`config.mk`:
```
export PLATFORM = sky130hd
export DESIGN_NAME = uparc_dbus_wbuf
export DESIGN_NICKNAME = d
export VERILOG_FILES = /design/src/rtl/uparc_dbus_wbuf.sv
export SDC_FILE = /design/constraint.sdc
export NUM_CORES = 1
export LEC_CHECK = 0
export ABC_AREA = 1
export BUFFER_PORTS_ARGS = -buffer_cell sky130_fd_sc_hd__buf_2
export CAP_MARGIN = 0
export CORE_ASPECT_RATIO = 1.2
export CORE_UTILIZATION = 30
export CTS_BUF_LIST = sky130_fd_sc_hd__clkbuf_4 sky130_fd_sc_hd__clkbuf_8
export CTS_CLUSTER_DIAMETER = 150
export DETAILED_ROUTE_END_ITERATION = 6
export PLACE_DENSITY = 0.53
export SETUP_SLACK_MARGIN = 0.15
export SYNTH_ARGS = -nofsm -noshare
export SYNTH_HDL_FRONTEND = slang
export SYNTH_SLANG_ARGS = --single-unit
```
`constraint.sdc`:
```
create_clock -name clk -period 9.3 [get_ports clk]
set_input_delay 0.93 -clock clk [delete_from_list [all_inputs] [get_ports clk]]
set_output_delay 0.93 -clock clk [all_outputs]
set_load 0.02 [all_outputs]
```
`src/rtl/uparc_dbus_wbuf.sv`:
```
// Posted write buffer between the LSU D-bus master and the system data bus.
// Optional early-read bypass of queued writes: define UPARC_WBUF_RDBYPASS_EN.
`ifndef UPARC_ADDR_WIDTH
`define UPARC_ADDR_WIDTH 32
`endif
`ifndef UPARC_BEN_WIDTH
`define UPARC_BEN_WIDTH 4
`endif
`ifndef UPARC_DATA_WIDTH
`define UPARC_DATA_WIDTH 32
`endif

module uparc_dbus_wbuf #(
  parameter int DEPTH = 4
) (
  input  logic                          clk,
  input  logic                          nrst,
  input  logic [`UPARC_ADDR_WIDTH-1:0]  i_DAddr,
  input  logic                          i_DCmd,
  input  logic                          i_DRnW,
  input  logic [`UPARC_BEN_WIDTH-1:0]   i_DBen,
  input  logic [`UPARC_DATA_WIDTH-1:0]  i_DData,
  output logic [`UPARC_DATA_WIDTH-1:0]  o_DData,
  output logic                          o_DRdy,
  output logic                          o_DErr,
  output logic [`UPARC_ADDR_WIDTH-1:0]  o_SAddr,
  output logic                          o_SCmd,
  output logic                          o_SRnW,
  output logic [`UPARC_BEN_WIDTH-1:0]   o_SBen,
  output logic [`UPARC_DATA_WIDTH-1:0]  o_SData,
  input  logic [`UPARC_DATA_WIDTH-1:0]  i_SData,
  input  logic                          i_SRdy,
  input  logic                          i_SErr,
  output logic                          o_idle,
  output logic                          o_werr,
  input  logic                          i_werr_clr,
  output logic [1:0]                    dbg_state
);

  localparam int AW = `UPARC_ADDR_WIDTH;
  localparam int BW = `UPARC_BEN_WIDTH;
  localparam int DW = `UPARC_DATA_WIDTH;
  localparam int EW = AW + BW + DW;
  localparam int PW = $clog2(DEPTH);
  localparam logic [PW:0] FULL_CNT = (PW+1)'(DEPTH);

  typedef enum logic [1:0] {
    ST_IDLE = 2'd0,
    ST_WR   = 2'd1,
    ST_RD   = 2'd2
  } state_t;

  // Handshake: a request (i_DCmd / o_SCmd) stays asserted with stable
  // attributes until the responder raises Rdy or Err in the same cycle;
  // that cycle completes the transfer and read data is valid only then.

  state_t          state, state_nxt;
  logic [EW-1:0]   mem [DEPTH];
  logic [PW-1:0]   wr_ptr, rd_ptr;
  logic [PW:0]     count;

  logic            rd_req, wr_req, full, push, pop, byp_ok;
  logic [EW-1:0]   head, next_entry, in_entry;

  logic [AW-1:0]   s_addr_nxt;
  logic            s_cmd_nxt, s_rnw_nxt;
  logic [BW-1:0]   s_ben_nxt;
  logic [DW-1:0]   s_data_nxt;

  assign rd_req   = i_DCmd & i_DRnW;
  assign wr_req   = i_DCmd & ~i_DRnW;
  assign full     = (count == FULL_CNT);
  assign push     = wr_req & ~full;
  assign in_entry = {i_DAddr, i_DBen, i_DData};
  assign head     = mem[rd_ptr];
  // With one entry left and a push landing now, the follower is the input itself.
  assign next_entry = ((count == (PW+1)'(1)) && push) ? in_entry : mem[rd_ptr + PW'(1)];

`ifdef UPARC_WBUF_RDBYPASS_EN
  logic rd_hazard;

  // The in-flight head is excluded while in WR: it completes before any read issues.
  always_comb begin
    rd_hazard = 1'b0;
    for (int k = 0; k < DEPTH; k++) begin
      if ((k != 0 || state != ST_WR) && ((PW+1)'(k) < count) &&
          (mem[rd_ptr + PW'(k)][EW-1 -: AW-2] == i_DAddr[AW-1:2]))
        rd_hazard = 1'b1;
    end
  end

  assign byp_ok = rd_req & ~rd_hazard;
`else
  assign byp_ok = 1'b0;
`endif

  always_comb begin
    state_nxt  = state;
    pop        = 1'b0;
    s_addr_nxt = o_SAddr;
    s_cmd_nxt  = o_SCmd;
    s_rnw_nxt  = o_SRnW;
    s_ben_nxt  = o_SBen;
    s_data_nxt = o_SData;
    case (state)
      ST_IDLE: begin
        if (count != '0 && !byp_ok) begin
          {s_addr_nxt, s_ben_nxt, s_data_nxt} = head;
          s_cmd_nxt = 1'b1;
          s_rnw_nxt = 1'b0;
          state_nxt = ST_WR;
        end else if (rd_req) begin
          s_addr_nxt = i_DAddr;
          s_ben_nxt  = i_DBen;
          s_data_nxt = '0;
          s_cmd_nxt  = 1'b1;
          s_rnw_nxt  = 1'b1;
          state_nxt  = ST_RD;
        end
      end
      ST_WR: begin
        if (i_SRdy || i_SErr) begin
          pop = 1'b1;
          if ((count > (PW+1)'(1) || push) && !byp_ok) begin
            {s_addr_nxt, s_ben_nxt, s_data_nxt} = next_entry;
            s_cmd_nxt = 1'b1;
            s_rnw_nxt = 1'b0;
          end else begin
            s_addr_nxt = '0;
            s_ben_nxt  = '0;
            s_data_nxt = '0;
            s_cmd_nxt  = 1'b0;
            s_rnw_nxt  = 1'b0;
            state_nxt  = ST_IDLE;
          end
        end
      end
      ST_RD: begin
        if (i_SRdy || i_SErr) begin
          s_addr_nxt = '0;
          s_ben_nxt  = '0;
          s_data_nxt = '0;
          s_cmd_nxt  = 1'b0;
          s_rnw_nxt  = 1'b0;
          state_nxt  = ST_IDLE;
        end
      end
      default: state_nxt = ST_IDLE;
    endcase
  end

  always_ff @(posedge clk or negedge nrst) begin
    if (!nrst) begin
      state   <= ST_IDLE;
      o_SAddr <= '0;
      o_SCmd  <= 1'b0;
      o_SRnW  <= 1'b0;
      o_SBen  <= '0;
      o_SData <= '0;
    end else begin
      state   <= state_nxt;
      o_SAddr <= s_addr_nxt;
      o_SCmd  <= s_cmd_nxt;
      o_SRnW  <= s_rnw_nxt;
      o_SBen  <= s_ben_nxt;
      o_SData <= s_data_nxt;
    end
  end

  always_ff @(posedge clk or negedge nrst) begin
    if (!nrst) begin
      wr_ptr <= '0;
      rd_ptr <= '0;
      count  <= '0;
    end else begin
      if (push) wr_ptr <= wr_ptr + PW'(1);
      if (pop)  rd_ptr <= rd_ptr + PW'(1);
      case ({push, pop})
        2'b10:   count <= count + (PW+1)'(1);
        2'b01:   count <= count - (PW+1)'(1);
        default: count <= count;
      endcase
    end
  end

  // Storage needs no reset: entries are only read within the occupied window.
  always_ff @(posedge clk) begin
    if (push) mem[wr_ptr] <= in_entry;
  end

  always_ff @(posedge clk or negedge nrst) begin
    if (!nrst)                     o_werr <= 1'b0;
    else if (state == ST_WR && i_SErr) o_werr <= 1'b1;
    else if (i_werr_clr)           o_werr <= 1'b0;
  end

  logic rd_done;
  assign rd_done   = (state == ST_RD) && rd_req && i_SRdy && !i_SErr;
  assign o_DRdy    = wr_req ? ~full : rd_done;
  assign o_DErr    = (state == ST_RD) && rd_req && i_SErr;
  assign o_DData   = rd_done ? i_SData : '0;
  assign o_idle    = (count == '0) && (state == ST_IDLE);
  assign dbg_state = state;

endmodule

```
# Word level (Yosys, flattened, before mapping)
# Memories as Yosys holds them, arrays and structs flattened.
# Cells that the tools add are included.
[op_classes] addsub=4 magnitude_cmp=1 n_eq_ne=11 mux=41 bitwise_logic=5 n_reduce_logical=21
[op_table] cell="$mux 32" n=10
[op_table] cell="$pmux 32 s3" n=2
[op_table] cell="$mux 68" n=1
[op_table] cell="$mux 4" n=5
[op_table] cell="$mux 1" n=13
[op_table] cell="$pmux 4 s3" n=1
[op_table] cell="$mux 2" n=5
[op_table] cell="$reduce_and 4->1" n=2
[op_table] cell="$logic_and 1x1->1" n=7
[op_table] cell="$ne 2x2->1 const B" n=3
[op_table] cell="$pmux 2 s3" n=1
[op_table] cell="$pmux 3 s2" n=1
[op_table] cell="$reduce_bool 2->1" n=3
[op_table] cell="$reduce_bool 3->1" n=2
[op_table] cell="$add 2x1->2 const B" n=2
[op_table] cell="$eq 2x1->1 const B" n=2
[op_table] cell="$eq 2x2->1 const B" n=2
[op_table] cell="$add 3x1->3 const B" n=1
[op_table] cell="$and 1x1->1" n=3
[op_table] cell="$eq 3x1->1 const B" n=1
[op_table] cell="$eq 3x3->1 const B" n=1
[op_table] cell="$gt 3x1->1 const B" n=1
[op_table] cell="$logic_not 3->1" n=1
[op_table] cell="$ne 3x3->1 const B" n=1
[op_table] cell="10 further kinds" n=12
[totals] regBits=80 mem_bits_rw=272 in_bits=107 out_inout_bits=108 elab_cells=94 n_memories=1
[mem_list] name="mem" words=4 width=68 rd=2 rd_ports_with_merged_regs=0 wr=1 line="58" text="logic [EW-1:0] mem [DEPTH];"

# Logic depth before layout (Yosys ltp)
[logic_depth] ltp_word=8 mapped_depth=12 ltp_nobuf=10

# Least setup slack after synthesis
# Ideal clock, no wire load.
[synth_path] path_kind="input port to flip-flop" start="input i_DCmd" end="memory mem[0][0] in the netlist's numbering, enable pin" setup_ps=495 t_arrival_ps=4302 t_required_ps=8805 slack_ps=4503 cell_stages=5 n_path_buf=1 cell_sequence="inv_1 nor2_4 buf_2 o21ai_2 nor2_1"
[synth_between] elab_chain_len=4
[synth_rtl] item="start, declared" line="19" text="input logic i_DCmd,"
[synth_rtl] item="$and 1x1->1" line="71" text="assign wr_req = i_DCmd & ~i_DRnW;"
[synth_rtl] item="$and 1x1->1" line="73" text="assign push = wr_req & ~full;"
[synth_rtl] item="$mux 1" line="188" text="if (push) mem[wr_ptr] <= in_entry;"
[synth_rtl] item="$mux 1 (not written as such)" line="188"
[synth_rtl] item="end, declared" line="58"
# No other way between the ends.

# Final worst setup path
[layout_path] start="register state[0] (netlist: dbg_state[0])" end="output o_DRdy"
[layout_between] elab_chain_len=5
[layout_rtl] item="start, declared" line="57" text="state_t state, state_nxt;"
[layout_rtl] item="start signal, assigned" line="161" text="state <= state_nxt;"
[layout_rtl] item="$eq 2x2->1" line="198" text="assign rd_done = (state == ST_RD) && rd_req && i_SRdy && !i_SErr;"
[layout_rtl] item="$logic_and 1x1->1 (3 in a row)" line="198"
[layout_rtl] item="$mux 1" line="199" text="assign o_DRdy = wr_req ? ~full : rd_done;"
[layout_rtl] item="end, declared" line="24" text="output logic o_DRdy,"
# No other way between the ends.

==> reports/metrics.cfg <==
[grt]
grt_max_degree = 114
grt_pass1_vias = 16500
grt_usage_pct = 19.4
grt_overflow_total = 0
grt_antenna_before_repair = 6
grt_pass1_wl_microns = 99400

[setup_path]
r2r_slack_ps = 5590
crit_required_ps = 8370
r2r_cells = 4
crit_slowest_cell = nand3b_1
cp_num_buf_inv = 2
path_max_fanout = 33
critPathLaunchType = register
r2r-end = mem[3][39]
crit_chain = inv_1 -> ha_1 -> nand3_1 -> nand3b_1 -> nand2_1 -> buf_2
critPathCaptureType = output pin
cp.arrival_ps = 3130
critical_path_class = reg -> out
slowest_delay_ps = 910
critPathTopFamily = simple AND/OR/NAND/NOR gates
reg2reg_from = count[2]

[route]
wirelength_microns = 65500
viasPerCell = 4.74
first_pass_iters = 7
drc = 0
detailroute.via_count = 17200
drt_iter0_markers = 1204
antenna_left = 0
wire_per_inst_microns = 18.1

[hold_path]
hold_path.class = in -> async

[die]
dieArea_sq_um = 67500
num_io_pins = 215
initial_core_util_pct = 30.3
chipWidth_microns = 237
core_area_sq_um = 65700
num_rows = 103
die_h_microns = 284

[synth]
synth_cells = 2587
synth_edf_count = 272
ys.flop_type = edfxtp_1
syn_nets = 2707
synthArstFlopShare_pct = 22.7
yosysSeqAreaShare_pct = 51.0
synth_area_sq_um = 19900
yosys_register_bits = 352
yosys_warnings = 0
synthDistinctLibCells = 30
postSynthAreaPerCell_sq_um = 7.70

[place]
port_buffers = 214
hpwlAfterDp_microns = 35700
gp_congestion = 0.754

[cts]
cts_setup_buffers = 0
hold_buffers = 0
cts_buffers = 66
post_cts_resized = 0
cts_htree_levels = 3
cts.reportedPaths.clkPinSlew_ps = 50
root_buffer = clkbuf_8
cts.sinks = 352
insertion_delay_ps = 640
cts_tree = done
cts_buffer_depth = 3

[sta]
setup_tns_ps = 0
period_minus_slack_ps = 4060
slew_headroom_pct = 18.0
period_share_pct = 43.7
clock_skew_ps = 23.2
timing.fmax_mhz = 246
rsz0062_at_grt = false
worstMarginPinSlew_ps = 1230
finalHoldViolCount = 0
maxSlewViolCount = 0
setup_violations = 0

[cells_and_area]
final_util_pct = 34.9
drive_above_1_share_pct = 13.8
multi_input_area_sq_um = 7830
nFillCells = 6947
regArea_sq_um = 10200
layout.nets = 2852
syn_to_final_growth_pct = 15.2

[power]
pwr-share-comb_pct = 52.2
seqPwrFrac_pct = 28.0
p_int_w = 0.00422
ir_worst_vdd_v = 0.000183
p_sw_share_pct = 48.2
power.density_nw_per_um2 = 356
p_leak_nw = 11.1
clkPwrFrac_pct = 19.8
p_sw_w = 0.00394

[flow_run]
drv_cap = 0

[outcome]
status = complete, no violations

-- cell families after synthesis --
family | after synthesis | share of synthesized area (%)
AND/OR/NAND/NOR | 1546 | 32.6
adder cells (fa/ha/maj) | 13 | 0.816
buffers and inverters | 480 | 10.0
flip-flops | 352 | 51.0
XOR/XNOR | 5 | 0.220
AO/OA/AOI/OAI | 191 | 5.26
-- flip-flops by register name, summed over array words and instances, names as in the netlist --
| name | cells |
|---|---|
| count | 3 |
| mem | 272 |
| o_SBen | 4 |
| dbg_state | 2 |
| o_SData | 32 |
| o_werr | 1 |
| wr_ptr | 2 |
| o_SAddr | 32 |
| o_SRnW | 1 |
| o_SCmd | 1 |
| rd_ptr | 2 |
-- worst max-delay path by stage --
stage | slack [ps] | from | end | cells after the start
after floorplan | 4500 | i_DCmd | mem[0][0] | 5
after global placement | 5580 | i_DRnW | o_DRdy | 5
after detailed placement | 5550 | count[2] | mem[3][63] | 4
after CTS | 5150 | dbg_state[0] | o_DRdy | 6
after global routing | 5010 | dbg_state[0] | o_DData[13] | 6
final | 5240 | dbg_state[0] | o_DRdy | 6
-- Yosys cell counts, types with 34 or more instances --
| master | number | area (sq um) |
|---|---|---|
| nand4_1 | 72 | 450 |
| a21oi_1 | 57 | 285 |
| nand2_1 | 847 | 3180 |
| dfrtp_1 | 80 | 2000 |
| buf_2 | 96 | 480 |
| nand3_1 | 157 | 786 |
| nor2_1 | 391 | 1470 |
| clkbuf_1 | 34 | 128 |
| inv_1 | 307 | 1150 |
| edfxtp_1 | 272 | 8170 |
| nand3b_1 | 69 | 518 |
| o21ai_0 | 96 | 480 |
-- placed cells by master, fill, tap and decap left out, drive strengths merged, types with 4 or more instances in the layout --
master,count
edfxtp,272
nand3,159
diode,4
a21boi,32
buf,243
inv,314
clkbuf,105
dfrtp,80
clkinv,12
ha,13
o21ai,99
nand2,850
nand3b,69
nor2,396
nand4,72
a21oi,58
-- metrics by stage --
step,area [sq um],hold slack (ps),total power (W),worst slack (ps),cells
2_1_floorplan,19900,496,0.00532,4500,2587
3_3_place_gp,21500,469,0.00660,5580,3504
3_5_place_dp,21500,485,0.00661,5550,3504
4_1_cts,22900,298,0.00826,5150,3625
5_1_grt,22900,348,0.00885,5010,3628
6_report,22900,309,0.00816,5240,3629
-- final cells by class --
cell class | instances | share of cell area, %
Sequential cell | 352 | 44.3
Multi-Input combinational cell | 1755 | 34.1
Timing Repair Buffer | 243 | 5.63
Clock buffer | 105 | 5.48
Tap cell | 840 | 4.58
Antenna cell | 4 | 0.0436
Inverter | 314 | 5.16
Clock inverter | 16 | 0.643
-- per-layer routing --
metal,vias up,global-route usage [%],wire (microns)
li1,8501,-,-
met1,8138,23.6,27900
met2,445,34.0,32900
met3,120,3.10,3130
met4,6,7.58,1640
met5,-,0,40
-- power groups by stage --
stage / Combinational, W / Clock [W] / Sequential (W)
after global routing: 0.00480 / 0.00173 / 0.00233
final: 0.00426 / 0.00162 / 0.00228
after detailed placement: 0.00429 / 0 / 0.00232
after floorplan: 0.00293 / 0 / 0.00239
after global placement: 0.00428 / 0 / 0.00232
after CTS: 0.00430 / 0.00166 / 0.00229
-- worst register-to-register path: cells and delay by family, from the launching register on --
| family | cells | cell delay [ps] |
|---|---|---|
| DFF | 1 | 500 |
| AOI/OAI and AO/OA | 1 | 400 |
| and+or+nand+nor | 1 | 830 |
| buffers and inverters | 2 | 1540 |
Power figures use the tool's default switching activity.
